File: src/rtl/fifo_sync.sv
// fifo_sync: single-clock parametrised FIFO with fill count, almost-full /
// almost-empty thresholds and sticky overflow/underflow flags.
// Compile-time option FIFO_FWFT_EN selects first-word-fall-through reads
// (head word always presented on o_rdata); otherwise o_rdata is a registered
// one-cycle-latency read port.
// Pointers carry one extra wrap bit so full and empty are distinguishable.
module fifo_sync #(
    parameter int DATA_WIDTH    = 8,
    parameter int ADDR_WIDTH    = 4,
    parameter int AFULL_THRESH  = 12,
    parameter int AEMPTY_THRESH = 4
) (
    input  logic                  i_clk,
    input  logic                  i_rst,
    input  logic                  i_wr,
    input  logic [DATA_WIDTH-1:0] i_wdata,
    input  logic                  i_rd,
    input  logic                  i_err_clr,
    output logic [DATA_WIDTH-1:0] o_rdata,
    output logic                  o_full,
    output logic                  o_empty,
    output logic                  o_almost_full,
    output logic                  o_almost_empty,
    output logic [ADDR_WIDTH:0]   o_count,
    output logic                  o_overflow,
    output logic                  o_underflow
);

    localparam int PW = ADDR_WIDTH + 1;
    localparam int DEPTH = 2 ** ADDR_WIDTH;
    localparam logic [PW-1:0] DEPTH_LVL  = PW'(DEPTH);
    localparam logic [PW-1:0] AFULL_LVL  = PW'(AFULL_THRESH);
    localparam logic [PW-1:0] AEMPTY_LVL = PW'(AEMPTY_THRESH);

    logic [PW-1:0]         wptr_reg, wptr_next;
    logic [PW-1:0]         rptr_reg, rptr_next;
    logic [PW-1:0]         count;
    logic                  full, empty;
    logic                  wr_accept, rd_accept;
    logic                  overflow_reg, overflow_next;
    logic                  underflow_reg, underflow_next;
    logic [DATA_WIDTH-1:0] mem [DEPTH];

    // Status is decoded purely from the registered pointers.
    assign count     = wptr_reg - rptr_reg;
    assign full      = (count == DEPTH_LVL);
    assign empty     = (count == '0);
    assign wr_accept = i_wr && !full;
    assign rd_accept = i_rd && !empty;

    // Next-state for pointers and sticky error flags (a new error beats a clear).
    always_comb begin
        wptr_next      = wptr_reg;
        rptr_next      = rptr_reg;
        overflow_next  = (overflow_reg && !i_err_clr) || (i_wr && full);
        underflow_next = (underflow_reg && !i_err_clr) || (i_rd && empty);
        if (wr_accept) begin
            wptr_next = wptr_reg + PW'(1);
        end
        if (rd_accept) begin
            rptr_next = rptr_reg + PW'(1);
        end
    end

    // Pointer and error-flag registers; reset discards everything.
    always_ff @(posedge i_clk) begin
        if (i_rst) begin
            wptr_reg      <= '0;
            rptr_reg      <= '0;
            overflow_reg  <= 1'b0;
            underflow_reg <= 1'b0;
        end else begin
            wptr_reg      <= wptr_next;
            rptr_reg      <= rptr_next;
            overflow_reg  <= overflow_next;
            underflow_reg <= underflow_next;
        end
    end

    // Storage array: written on accepted writes only, never reset.
    always_ff @(posedge i_clk) begin
        if (!i_rst && wr_accept) begin
            mem[wptr_reg[ADDR_WIDTH-1:0]] <= i_wdata;
        end
    end

`ifdef FIFO_FWFT_EN
    // Head word falls through; contents are meaningless while empty.
    assign o_rdata = mem[rptr_reg[ADDR_WIDTH-1:0]];
`else
    logic [DATA_WIDTH-1:0] rdata_reg;

    // Registered read port: updates only on an accepted read, holds otherwise.
    always_ff @(posedge i_clk) begin
        if (i_rst) begin
            rdata_reg <= '0;
        end else if (rd_accept) begin
            rdata_reg <= mem[rptr_reg[ADDR_WIDTH-1:0]];
        end
    end

    assign o_rdata = rdata_reg;
`endif

    assign o_full         = full;
    assign o_empty        = empty;
    assign o_almost_full  = (count >= AFULL_LVL);
    assign o_almost_empty = (count <= AEMPTY_LVL);
    assign o_count        = count;
    assign o_overflow     = overflow_reg;
    assign o_underflow    = underflow_reg;

endmodule

File: config.mk
export PLATFORM = sky130hd
export DESIGN_NAME = fifo_sync
export DESIGN_NICKNAME = d
export VERILOG_FILES = /design/src/rtl/fifo_sync.sv
export SDC_FILE = /design/constraint.sdc
export NUM_CORES = 1
export LEC_CHECK = 0
export CORE_AREA = 2 2 77 153
export DETAILED_ROUTE_END_ITERATION = 12
export DIE_AREA = 0 0 79 155
export PLACE_DENSITY = 0.8
export SKIP_LAST_GASP = 1
export SLEW_MARGIN = 10
export SYNTH_ARGS = -nofsm -noshare
export SYNTH_HDL_FRONTEND = slang
export SYNTH_SLANG_ARGS = --single-unit
File: constraint.sdc
create_clock -name i_clk -period 5 [get_ports i_clk]
set_clock_uncertainty 0.2 [all_clocks]
set_input_delay 1 -clock i_clk [delete_from_list [all_inputs] [get_ports i_clk]]
set_output_delay 1 -clock i_clk [all_outputs]
set_load 0.1 [all_outputs]
==> results list <==
- Result of the run: finished, final reports clean
- The register with the most flip-flops in the layout has 128 of them.
- Power spread over the standard cell area amounts to 637.3 nW/µm².
- Clock Sink Count: 148
* Global-route wire length before repair: 19060 µm
* Crit Path Max Fanout: 22
- In the final design database the tool counted 404 nets.
- OpenSTA, run right after detailed placement, puts the worst setup slack at 1070 ps.
- Port buffering added 31 buffers.
- The final count of pins violating max slew is 0.
- For the worst-skew pair, the clock arrives at the later sink with an insertion delay of 420 ps.
- RSZ-0062 raised after global routing: false
- Effective utilization at floorplan: 0.5397
* Mapped Avg Cell Area: 17.70 µm²
* Met1 WL: 4596 µm
* Fin. Hold Viols: 0
* Critical Path Start Type: flip-flop
* Top layer reached by signal wires: met4
- Total number of vias: 3308
- Remaining global-route overflow: 0
- The detail route stage leaves a number of antenna-violating nets equal to 0.
- Number of buffers added by the clock tree synthesis step: 17
- Dividing the detail-routed via count by the number of cells gives 6.172.
- In the final layout, the multi-input gates occupy 1637 µm².
* Post-DP HPWL: 7663 µm
- In this run the count of I/O pins placed on the die edge is 32.
* Number of buffers between clock root and the deepest sink: 2
- Synthesis inferred 148 register bits.
- Detailed routing placed a total of 613 µm of wire on met3.
- Category of the most critical setup path: reg -> out
- Relative to the synthesized area, the layout overhead comes to 16.70%.
- Pin count of the biggest net entering global routing: 36
- Sort of element at the end of the critical path: output pin
* Area of the die: 12250 µm²
- STA puts the critical path data arrival time at 3200 ps.
- Worst Hold Class: reg -> reg
- Filler cells: 767
* Clock tree root buffer cell: clkbuf_16
- The initial antenna violation count is 0.
* Starting DRC count in detailed routing: 431
- Summed over all nets, wire length on met2 after detailed routing comes to 6621 µm.
- Clock Pin Slew Worst Setup and Hold Paths: 60 ps
- In this run the static leakage power is 2.275 nW.
- Storage cell area: 4245 µm²
- Data on the critical path is required at its endpoint by 3800 ps.
* Number of post-CTS setup repair buffers: 0
- 1st-pass router iterations: 5
- Setup violations remaining at the end of the flow were counted as 0.
- TritonCTS built the clock tree.
- Of the synthesized area, sequential elements account for 0.7053.
* Cells after Synth: 340
- Post-route fraction of the period consumed by the critical path: 0.8795
- Combined global-route utilization of all metal layers: 0.2182
* Wire per inst: 22.91 µm
* Core region area: 11150 µm²
- Number of antenna cells inserted: 0
- IR analysis of the VDD net gives a maximum drop of 0.0008555 V.
* Cell accounting for the most synthesized area: edfxtp_1
- Hold repair after CTS inserted 0 buffers.
- Setup total negative slack on the finished layout was measured at 0 ps.
- The initialized floorplan defines 55 standard-cell rows.
- Setup slack on the critical path of the routed design comes to 602.6 ps.
* Count of instances resized after the clock tree is built: 0
- For this run, the number of Yosys warnings is 0.
- Final standard cell utilization of the core: 0.6299
- Overall die height: 155 µm
- Fraction of layout instances using a drive strength above 1: 0.2513
- The clock period could shrink to 4397 ps.
- Most instantiated flip-flop cell in the synthesis netlist: edfxtp_1
- Synth async-reset ratio: 0
- Timing would allow up to 227.4 MHz.
* Top cell type's share of synthesized area: 0.6388
* Number of global-route vias before repair: 3474
- The die is 79 µm wide.
* CTS H-tree lvls: 4
- Number of distinct library cell variants in the gate-level netlist after synthesis: 40
- Across the run, the number of max-cap violations was 0.
- Final worst hold slack: 261.4 ps
- For this block, the routed nets add up to 12280 µm of wire.
- The design draws 4.475 mW.
- Synthesized area: 6017 µm²
- The synthesized design contains 128 enable-type register cells.
- After detailed routing, the number of remaining DRC violations is 0.
- When the netlist entered floorplanning its net count stood at 363.
- At the end of routability-driven placement, the weighted congestion stood at 0.8600.
* Measured slew at the worst slew-check pin: 1002 ps
* Top cells by area, synth: edfxtp_1, mux4_2, dfxtp_1
- Headroom to the max-slew limit came out at 0.3313.
-- final timing paths --
| kind | start | end | slack [ps] | cells after the start |
|---|---|---|---|---|
| min | o_rdata[7]$_SDFFE_PP0P_ | o_rdata[7]$_SDFFE_PP0P_ | 260 | 2 |
| max reg2reg | rptr_reg[1]$_SDFFE_PP0P_ | mem[9][0]$_DFFE_PP_ | 1080 | 7 |
| min reg2reg | o_rdata[7]$_SDFFE_PP0P_ | o_rdata[7]$_SDFFE_PP0P_ | 260 | 2 |
| max | rptr_reg[1]$_SDFFE_PP0P_ | o_full | 600 | 8 |
-- critical path, cell delays in order (launching register included) --
cell      delay [ps]
dfxtp_1          980
inv_1            150
ha_1             310
nand2b_1          70
a21oi_1           70
xnor2_1          340
clkinv_2         270
nor3_2           270
buf_4            330
-- logic make-up (layout without fill, tap and decap cells) --
logic type / Yosys count / after routing / synth area share
mux: 34 / 34 / 0.1231
compound gates: 39 / 39 / 0.04346
xor+xnor: 10 / 10 / 0.01830
fa+ha+maj: 10 / 10 / 0.02204
simple gates: 75 / 75 / 0.06259
flops: 148 / 148 / 0.7053
buf+inv: 24 / 78 / 0.02516
-- report_power, final --
part | leakage [nW] | total [mW] | switching, mW | internal [mW]
sequential | 1.32 | 1.48 | 0.0641 | 1.41
combinational | 0.672 | 1.73 | 1.26 | 0.477
clock | 0.286 | 1.26 | 0.479 | 0.783
total | 2.28 | 4.48 | 1.80 | 2.67
-- Yosys cell counts (6+ instances only) --
| cell type | instances |
|---|---|
| o22ai_1 | 16 |
| ha_1 | 9 |
| nand2b_1 | 6 |
| edfxtp_1 | 128 |
| a21oi_1 | 13 |
| xnor2_1 | 6 |
| inv_1 | 7 |
| dfxtp_1 | 20 |
| or3_2 | 10 |
| nor2_1 | 27 |
| nand2_1 | 16 |
| mux4_2 | 32 |
-- area by class of cell --
type                            count  share of cell area
Clock buffer                       19             0.06165
Clock inverter                     13             0.02263
Inverter                            9            0.004989
Multi-Input combinational cell    168              0.2331
Sequential cell                   148              0.6046
Tap cell                          142             0.02530
Timing Repair Buffer               37             0.04775
-- metal layers --
| metal | vias to the layer above | global-route usage |
|---|---|---|
| li1 | 1427 | - |
| met1 | 1671 | 0.2551 |
| met2 | 169 | 0.3733 |
| met3 | 41 | 0.05452 |
| met4 | 0 | 0.1026 |
| met5 | - | 0 |
-- placed cells by master, fill, tap and decap left out, drive strengths merged, types with 3 or more instances in the layout --
master / count
clkbuf: 19
mux4: 32
nand2b: 6
clkdlybuf4s50: 23
a31oi: 3
nor4: 4
edfxtp: 128
nor2: 27
xor2: 3
dfxtp: 20
nand2: 16
inv: 9
clkinv: 9
or3: 10
o22ai: 16
a21oi: 14
xnor2: 7
buf: 14
ha: 9
bufinv: 3
-- metrics by stage --
step,cell area (µm²),std cells
after detailed placement,6430,504
final,7022,536
after CTS,7022,536
after floorplan,6032,340
after global placement,6430,504
after global routing,7022,536
(Power assumes the default switching activity.)
